===== config.mk =====
export PLATFORM = sky130hd
export DESIGN_NAME = jogador_automatico_exp3
export DESIGN_NICKNAME = d
export VERILOG_FILES = /design/src/rtl/jogador_automatico_exp3.sv
export SDC_FILE = /design/constraint.sdc
export NUM_CORES = 1
export LEC_CHECK = 0
export ABC_AREA = 0
export BUFFER_PORTS_ARGS = -buffer_cell sky130_fd_sc_hd__buf_2
export CAP_MARGIN = 5
export CORE_MARGIN = 2
export CORE_UTILIZATION = 40
export DETAILED_ROUTE_END_ITERATION = 6
export GPL_ROUTABILITY_DRIVEN = 1
export PLACE_DENSITY = 0.62
export SLEW_MARGIN = 40
export SYNTH_ARGS = -nofsm -noshare
export SYNTH_HDL_FRONTEND = slang
export SYNTH_SLANG_ARGS = --single-unit

===== constraint.sdc =====
create_clock -name clock -period 2.99 [get_ports clock]
set_clock_uncertainty 0.15 [all_clocks]
set_input_delay 0.7475 -clock clock [delete_from_list [all_inputs] [get_ports clock]]
set_output_delay 0.7475 -clock clock [all_outputs]
set_load 0.02 [all_outputs]

===== src/rtl/jogador_automatico_exp3.sv =====
// jogador_automatico_exp3
// Automatic player for the Experiencia 3 memory game. It pulses `iniciar`,
// then drives a fixed 16-entry one-hot sequence on `chaves`. It can replace
// one play with a wrong value. It then judges the game's
// pronto/acertou/errou answer and reports a pass/fail verdict.
//
// Ports:
//   clock, reset        rising-edge clock, asynchronous active-high reset
//   comecar             start request (accepted in OCIOSO or FIM)
//   injetar_erro        inject one wrong play (captured on accepted start)
//   posicao_erro[3:0]   index of the wrong play (captured on accepted start)
//   pronto/acertou/errou game answer (end, win, loss)
//   iniciar             one-cycle start pulse to the game
//   chaves[3:0]         current play value, 0000 outside JOGADA
//   fim                 verdict valid
//   sucesso/falha       outcome matched / differed from expectation
//   timeout             `pronto` never arrived
//   db_jogada[3:0]      current or last play index
//   db_estado[3:0]      state code (0,1,2,3,F)
module jogador_automatico_exp3 #(
  parameter int N_JOGADAS = 16,
  parameter int HOLD      = 1,
  parameter int TIMEOUT   = 1000
) (
  input  logic       clock,
  input  logic       reset,
  input  logic       comecar,
  input  logic       injetar_erro,
  input  logic [3:0] posicao_erro,
  input  logic       pronto,
  input  logic       acertou,
  input  logic       errou,
  output logic       iniciar,
  output logic [3:0] chaves,
  output logic       fim,
  output logic       sucesso,
  output logic       falha,
  output logic       timeout,
  output logic [3:0] db_jogada,
  output logic [3:0] db_estado
);

  typedef enum logic [3:0] {
    OCIOSO = 4'h0,
    PULSO  = 4'h1,
    JOGADA = 4'h2,
    ESPERA = 4'h3,
    FIM    = 4'hF
  } estado_t;

  estado_t     estado_r, estado_prox_s;
  logic        inj_r;
  logic [3:0]  pos_r;
  logic [3:0]  k_r;
  logic [7:0]  hold_r;
  logic [15:0] wd_r;
  logic        sucesso_r, falha_r, timeout_r;

  logic        inicio_s, avanca_s, captura_s, estouro_s;
  logic        fim_hold_s, erro_alvo_s, ultima_s;
  logic        esperado_erro_s, resultado_ok_s;
  logic [3:0]  valor_s;

  // Fixed play sequence of the game.
  function automatic logic [3:0] rom_jogada(input logic [3:0] idx);
    case (idx)
      4'd0:    rom_jogada = 4'b0001;
      4'd1:    rom_jogada = 4'b0010;
      4'd2:    rom_jogada = 4'b0100;
      4'd3:    rom_jogada = 4'b1000;
      4'd4:    rom_jogada = 4'b0100;
      4'd5:    rom_jogada = 4'b0010;
      4'd6:    rom_jogada = 4'b0001;
      4'd7:    rom_jogada = 4'b0001;
      4'd8:    rom_jogada = 4'b0010;
      4'd9:    rom_jogada = 4'b0010;
      4'd10:   rom_jogada = 4'b0100;
      4'd11:   rom_jogada = 4'b0100;
      4'd12:   rom_jogada = 4'b1000;
      4'd13:   rom_jogada = 4'b1000;
      4'd14:   rom_jogada = 4'b0001;
      4'd15:   rom_jogada = 4'b0100;
      default: rom_jogada = 4'b0000;
    endcase
  endfunction

  // Play decode: rotating a one-hot value left keeps it one-hot but always wrong.
  always_comb begin
    fim_hold_s      = (hold_r == 8'(HOLD - 1));
    erro_alvo_s     = inj_r && (k_r == pos_r);
    ultima_s        = (k_r == 4'(N_JOGADAS - 1)) || erro_alvo_s;
    // A position beyond the last play is never reached, so a win is expected.
    esperado_erro_s = inj_r && ({1'b0, pos_r} < 5'(N_JOGADAS));
    resultado_ok_s  = esperado_erro_s ? (errou && !acertou) : (acertou && !errou);
    if (erro_alvo_s) begin
      valor_s = {rom_jogada(k_r) [2:0], rom_jogada(k_r) [3]};
    end else begin
      valor_s = rom_jogada(k_r);
    end
  end

  // State register.
  always_ff @(posedge clock or posedge reset) begin
    if (reset) begin
      estado_r <= OCIOSO;
    end else begin
      estado_r <= estado_prox_s;
    end
  end

  // Next-state logic and datapath strobes.
  always_comb begin
    estado_prox_s = estado_r;
    inicio_s      = 1'b0;
    avanca_s      = 1'b0;
    captura_s     = 1'b0;
    estouro_s     = 1'b0;
    case (estado_r)
      OCIOSO, FIM: begin
        if (comecar) begin
          estado_prox_s = PULSO;
          inicio_s      = 1'b1;
        end else begin
          estado_prox_s = estado_r;
        end
      end
      PULSO: begin
        estado_prox_s = JOGADA;
      end
      JOGADA: begin
        // An early answer from the game ends the run before the hold expires.
        if (pronto) begin
          estado_prox_s = FIM;
          captura_s     = 1'b1;
        end else if (fim_hold_s && ultima_s) begin
          estado_prox_s = ESPERA;
        end else if (fim_hold_s) begin
          avanca_s      = 1'b1;
        end else begin
          estado_prox_s = JOGADA;
        end
      end
      ESPERA: begin
        if (pronto) begin
          estado_prox_s = FIM;
          captura_s     = 1'b1;
        end else if (wd_r == 16'(TIMEOUT - 1)) begin
          estado_prox_s = FIM;
          estouro_s     = 1'b1;
        end else begin
          estado_prox_s = ESPERA;
        end
      end
      default: begin
        estado_prox_s = OCIOSO;
      end
    endcase
  end

  // Capture of start options, play index, hold/watchdog counters and verdict.
  always_ff @(posedge clock or posedge reset) begin
    if (reset) begin
      inj_r     <= 1'b0;
      pos_r     <= 4'd0;
      k_r       <= 4'd0;
      hold_r    <= 8'd0;
      wd_r      <= 16'd0;
      sucesso_r <= 1'b0;
      falha_r   <= 1'b0;
      timeout_r <= 1'b0;
    end else begin
      if (inicio_s) begin
        inj_r     <= injetar_erro;
        pos_r     <= posicao_erro;
        k_r       <= 4'd0;
        sucesso_r <= 1'b0;
        falha_r   <= 1'b0;
        timeout_r <= 1'b0;
      end else if (captura_s) begin
        sucesso_r <= resultado_ok_s;
        falha_r   <= !resultado_ok_s;
        timeout_r <= 1'b0;
      end else if (estouro_s) begin
        sucesso_r <= 1'b0;
        falha_r   <= 1'b1;
        timeout_r <= 1'b1;
      end else if (avanca_s) begin
        k_r <= k_r + 4'd1;
      end else begin
        k_r <= k_r;
      end
      if ((estado_r == JOGADA) && !fim_hold_s) begin
        hold_r <= hold_r + 8'd1;
      end else begin
        hold_r <= 8'd0;
      end
      if (estado_r == ESPERA) begin
        wd_r <= wd_r + 16'd1;
      end else begin
        wd_r <= 16'd0;
      end
    end
  end

  // Outputs decoded from registered state.
  always_comb begin
    iniciar = 1'b0;
    chaves  = 4'b0000;
    fim     = 1'b0;
    case (estado_r)
      PULSO:   iniciar = 1'b1;
      JOGADA:  chaves  = valor_s;
      FIM:     fim     = 1'b1;
      default: begin
        iniciar = 1'b0;
        chaves  = 4'b0000;
        fim     = 1'b0;
      end
    endcase
  end

  assign sucesso   = sucesso_r;
  assign falha     = falha_r;
  assign timeout   = timeout_r;
  assign db_jogada = k_r;
  assign db_estado = estado_r;

endmodule


==> impl_metrics.yaml, run 1 <==
timing:
  hold_viol_final: 0
  period_minus_slack_ns: 2.875
  rsz0062_at_grt: "no"
  tns_ns: 0
  tightestPinTransition_ns: 0.6184
  setup_viol: 0
  min_period_over_period_pct: 96.16
  fmax_ghz: 0.3478
  slew_violations: 0
  fin_ws_ns: 0.1148
  relSlewSlack_pct: 58.77
synthesis:
  yosysWarnings: 0
  yosys.area_share.simple_pct: 23.71
  synthAdderAreaFrac_pct: 4.571
  synth.yosys.seq_area_share_pct: 44.57
  synth_flop_cell: "dfrtp_1"
  synth_mux_area_share_pct: 6.400
  syn_area_um2: 2190
  syn_avg_cell_area_um2: 9.688
  synth_top_family_by_area: "simple AND/OR/NAND/NOR gates"
  syn_nets: 245
  ys_ff_latch: 39
  synthArstFlopShare_pct: 100.0
  synth_xor_area_share_pct: 7.600
  ys_types: 49
  synth_edf_count: 0
  syn_inst: 226
  synth_compound_area_share_pct: 9.257
clock_network:
  clockBufferDepth: 2
  cts_tree: "yes"
  h-tree-depth: 2
  root_buffer: "clkbuf_8"
  cts_buffers: 5
  worstSkewPairLatency_ns: 0.30
  cts.sinks: 39
  clkTransAtPathRegs_ns: 0.07
floorplan:
  core_area_um2: 5205
  die-area_um2: 6082
  initial_core_util_pct: 42.07
  rows: 26
  die_x_um: 77.99
  num_io_pins: 28
  die-height_um: 77.99
run_status:
  status: "finished, final reports clean"
flow_run:
  cap_viol_max_count: 0
placed_design:
  placedCellCount: 316
  dp_hpwl_mm: 3.079
  dp_slack_ns: 0.3419
  gp_congestion: 0.7623
  numPortBuffers: 27
  placed_area_um2: 2387
global_routing:
  grt-ovfl-total: 0
  grt_pass1_wl_mm: 7.769
  first_global_vias: 1657
  grt.total_usage_pct: 15.96
  grt_antenna_before_repair: 0
  grt_max_degree: 40
cells_and_area:
  design_area_um2: 2532
  num_antenna_cells: 0
  nNetsFinal: 275
  area_delta_synth_final_pct: 15.66
  drive_above_1_share_pct: 21.79
  fin_cells: 327
  final_core_util_pct: 48.65
detailed_routing:
  via_count: 1705
  drt_iter0_markers: 98
  viasPerCell: 5.214
  routed_wl_mm: 4.336
  drc: 0
  dr.pass1.iters: 4
  detail-route-antenna-nets: 0
  routedWlPerCell_um: 13.26
critical_path:
  crit_arrival_ns: 1.98
  timing.rr.end: "sucesso"
  critPathKind: "flip-flop to output pin"
  ff2ff_setup_slack_ns: 0.94
  end_kind: "output pin"
  crit_required_ns: 2.09
  crit_fanout: 7
  critPathLaunchType: "flip-flop"
  timing.rr.start: "db_estado[2]"
  reg2regPathDepth: 5
min_path:
  hold_path_depth: 1
  hp-start: "wd_r[0]"
  hp-class: "flip-flop to flip-flop"
  holdPathEnd: "wd_r[0]"
pwr:
  power_density_nw_per_um2: 787.2
  p_leak_uw: 0.001159
  peakVddDrop_v: 0.0003045
-- per-layer routing --
layer / part of all wire, % / track usage, % / vias to the layer above
met1: 48 / 21.85 / 812
met3: 3.6 / 3.023 / 7
met2: 46 / 24.74 / 29
met4: 1.8 / 6.842 / 0
li1: - / - / 857
met5: 0 / 0 / -
-- cell type report --
| class | instances | area, um^2 |
|---|---|---|
| fill | 519 | 2673 |
| multi-input combinational | 167 | 1132 |
| sequential | 39 | 978.4 |
| timing repair buffer | 32 | 175.2 |
| tap | 70 | 87.58 |
| clock buffer | 6 | 82.58 |
| inverter | 11 | 41.29 |
| clock inverter | 2 | 35.03 |
-- power by group --
part / internal (uW) / switching (uW) / total, uW
sequential: 624 / 131 / 755
clock: 270 / 190 / 460
combinational: 323 / 456 / 778
-- registers in the layout, summed over array words and instances (netlist names), 3 cells and up --
name	cells
db_estado	3
db_jogada	4
hold_r	8
pos_r	4
wd_r	16
-- timing repair --
action	in CTS	in global routing
endpoints found under the setup margin	0	3
hold buffers	0	0
gates resized for setup	0	5
setup buffers	0	3
-- synth_stat cells (2+ instances only) --
library cell | count | share of area (%)
buf_2 | 5 | 1.1
a21o_1 | 2 | 0.69
o21ai_0 | 3 | 0.69
nand4_1 | 6 | 1.7
nand3b_1 | 3 | 1.0
and2_1 | 3 | 0.86
o31ai_1 | 2 | 0.69
o21a_1 | 2 | 0.69
nor3_1 | 11 | 2.5
mux2i_1 | 5 | 2.3
nand3_1 | 8 | 1.8
a21oi_1 | 7 | 1.6
xor2_1 | 10 | 4.0
nand2b_1 | 2 | 0.57
o21ai_1 | 3 | 0.69
nand2_1 | 16 | 2.7
or4_1 | 5 | 1.7
clkbuf_1 | 3 | 0.51
nor4_1 | 2 | 0.57
mux2_2 | 4 | 2.1
o211ai_1 | 2 | 0.69
mux2_1 | 2 | 1.0
ha_1 | 8 | 4.6
o2111ai_1 | 2 | 0.80
o211a_1 | 2 | 0.91
nor2_1 | 25 | 4.3
and3_1 | 5 | 1.4
dfrtp_1 | 39 | 45
inv_1 | 11 | 1.9
xnor2_1 | 9 | 3.6
-- through the flow --
step           hold slack [ns]  power [uW]
3_3_place_gp            0.2936        1497
4_1_cts                 0.3066        1982
3_5_place_dp            0.2958        1511
2_1_floorplan           0.2745        1316
6_report                0.3024        1994
5_1_grt                 0.3418        2138
-- layout by cell type, fill, tap and decap left out, types with 3 or more instances in the layout --
master    count
a21oi_1       7
nor2_1       25
nor3_1       11
ha_1          8
mux2i_1       5
and2_1        3
dfrtp_1      37
nand2_1      16
o21ai_1       3
clkbuf_8      6
buf_2        26
nand4_1       6
xor2_1       10
nand3_1       8
mux2_2        4
or4_1         5
and3_1        5
xnor2_1       9
inv_1        10
buf_4         6
nand3b_1      3
-- cell families after synthesis --
kind of cell,count (synthesis)
AND/OR/NAND/NOR,98
AO/OA/AOI/OAI,30
XOR/XNOR,19
flip-flops,39
buffers and inverters,20
multiplexers,12
adder cells (fa/ha/maj),8
-- worst max-delay path: stages, from the launching register on --
cell	delay (ns)
dfrtp_2	0.46
inv_2	0.10
ha_1	0.16
or3b_2	0.44
o21ai_1	0.11
a21oi_1	0.07
nor3_1	0.19
buf_4	0.17
-- how the worst max path moves through the flow --
stage                 start         to  slack, ns  depth (start not counted)
2_1_floorplan  db_jogada[1]  chaves[1]       0.19                          6
3_3_place_gp   db_jogada[1]  chaves[1]       0.38                          7
3_5_place_dp   db_jogada[1]  chaves[0]       0.34                          7
4_1_cts        db_jogada[1]  chaves[0]       0.01                          7
5_1_grt        db_jogada[1]  chaves[0]      0.009                          7
6_report       db_jogada[1]  chaves[0]       0.11                          7
No activity file was read; power rests on OpenSTA's default activity.
==> inputs of run 2 (changes only) <==
MAX_ROUTING_LAYER = met4   (was default)
PLACE_DENSITY = default   (was 0.62)
PLACE_DENSITY_LB_ADDON = 0.3   (was default)
==> run 2 against run 1 <==
  * Clock power decreased by 9.8%
  * Worst setup slack better by 0.0023 ns
  * Sequential power about the same
  * Sequential share of layout area hardly changed
  * Critical path depth is the same
  * Cell area about the same
  * Total power fell by 1.2%
  * Count of clock-buffer cells in the layout did not move
  * Final cell count up 0.31%
  * Largest cell class unchanged
  * Highest routed layer unchanged
==> impl_metrics.yaml, run 2 (same netlist as run 1, synthesis figures left out) <==
detailed_routing:
  routedWlPerCell_um: 13.03
  routed_wl_mm: 4.274
  dr.pass1.iters: 4
  via_count: 1737
  detail-route-antenna-nets: 0
  drc: 0
  viasPerCell: 5.296
  drt_iter0_markers: 95
flow_run:
  cap_viol_max_count: 0
floorplan:
  die-area_um2: 6082
  core_area_um2: 5205
  die_x_um: 77.99
  die-height_um: 77.99
  initial_core_util_pct: 42.07
  rows: 26
  num_io_pins: 28
cells_and_area:
  final_cell_mix: "dfrtp_1, buf_2, nor2_1, nand2_1, nor3_1"
  drive_above_1_share_pct: 21.71
  fill_cells: 505
  largest_reg_flops: 16
  nNetsFinal: 277
  final_common_cell: "dfrtp_1"
  fin_cells: 328
  largest_registers: "wd_r: 16 flops, hold_r: 8 flops"
  num_antenna_cells: 0
  area_delta_synth_final_pct: 15.54
  regMostFlops: "wd_r"
pwr:
  peakVddDrop_v: 0.0004023
  power_density_nw_per_um2: 778.3
  p_leak_uw: 0.001159
clock_network:
  h-tree-depth: 2
  cts_tree: "yes"
  clockBufferDepth: 2
  cts_buffers: 5
  cts.sinks: 39
  clkTransAtPathRegs_ns: 0.07
  worstSkewPairLatency_ns: 0.29
  root_buffer: "clkbuf_8"
placed_design:
  numPortBuffers: 27
  gp_congestion: 0.8206
  dp_hpwl_mm: 3.037
  placedCellCount: 317
global_routing:
  first_global_vias: 1642
  grt_pass1_wl_mm: 7.521
  grt_antenna_before_repair: 0
  grt-ovfl-total: 0
  grt_max_degree: 40
  grt.total_usage_pct: 15.81
timing:
  rsz0062_at_grt: "no"
  hold_viol_final: 0
  period_minus_slack_ns: 2.873
  fmax_ghz: 0.3481
  slew_violations: 0
  tns_ns: 0
  min_period_over_period_pct: 96.08
  setup_viol: 0
  tightestPinTransition_ns: 0.5520
  relSlewSlack_pct: 63.17
critical_path:
  crit_chain: "inv_1 > ha_1 > or3b_2 > o21ai_2 > a21oi_1 > nor3_1 > buf_2"
  crit_required_ns: 2.09
  crit_arrival_ns: 1.98
  end_kind: "output pin"
  critPathKind: "flip-flop to output pin"
  ff2ff_setup_slack_ns: 0.84
  cp_slowest_cell: "or3b_2"
  max_stage_delay_ns: 0.46
  critPathLaunchType: "flip-flop"
  crit_fanout: 5
run_status:
  status: "finished, final reports clean"
min_path:
  hp-class: "flip-flop to flip-flop"
[run 2: cell types whose count changed in the layout (fill, tap and decap cells not counted), sizes merged]
cell and delta:
buf +2, clkinv -1
[run 2: final timing paths]
kind,startpoint,end,depth (start not counted)
min reg2reg,wd_r[0],wd_r[0],1
max reg2reg,db_jogada[3],db_jogada[2],4
min,wd_r[0],wd_r[0],1
max in group asynchronous,reset,db_jogada[0],3
min in group asynchronous,reset,hold_r[1],3
max,db_jogada[0],chaves[0],7
[run 2: worst max-delay path: cells and delay by family, from the launching register on]
family,cells,cell delay [ns]
AOI/OAI and AO/OA,2,0.15
DFF,1,0.44
adders and majority gates,1,0.17
buffers and inverters,2,0.30
and+or+nand+nor,2,0.63
[run 2: layout make-up]
class / count / area (um^2) / share of cell area, %
well taps: 70 / 87.58 / 3.462
inverters: 11 / 41.29 / 1.632
clock buffers: 6 / 72.57 / 2.868
multi-input cells: 167 / 1132 / 44.76
repair buffers: 34 / 187.7 / 7.418
flip-flops and latches: 39 / 978.4 / 38.67
clock inverters: 1 / 30.03 / 1.187
[run 2: timing repair]
action	4_1_cts	5_1_grt
gates resized for setup	0	5
setup endpoints to repair	0	4
buffers inserted	0	4
hold buffers	0	0
[run 2: where the power goes]
part           switching [uW]  internal [uW]  total (uW)
Combinational             463            333         796
Clock                     170            244         415
Sequential                134            625         758
Total                     767           1200        1970
[run 2: layer usage]
| metal | up-vias | wire [um] | track usage [%] |
|---|---|---|---|
| met2 | 40 | 2023 | 24.14 |
| li1 | 864 | - | - |
| met1 | 825 | 2032 | 20.94 |
| met5 | - | 0 | - |
| met4 | 0 | 59 | 5.263 |
| met3 | 8 | 159 | 3.605 |
[run 2: through the flow]
step | total power [uW] | hold slack [ns] | cell area [um^2] | worst slack, ns | util, %
after floorplan | 1316 | 0.2745 | 2190 | 0.1867 | -
after global placement | 1504 | 0.2934 | 2391 | 0.3942 | 45.94
after detailed placement | 1515 | 0.2946 | 2391 | 0.3404 | 45.94
after CTS | 1936 | 0.3036 | 2494 | 0.007848 | 47.91
after global routing | 2117 | 0.3198 | 2530 | 0.03376 | 48.61
final | 1969 | 0.2972 | 2530 | 0.1171 | 48.61
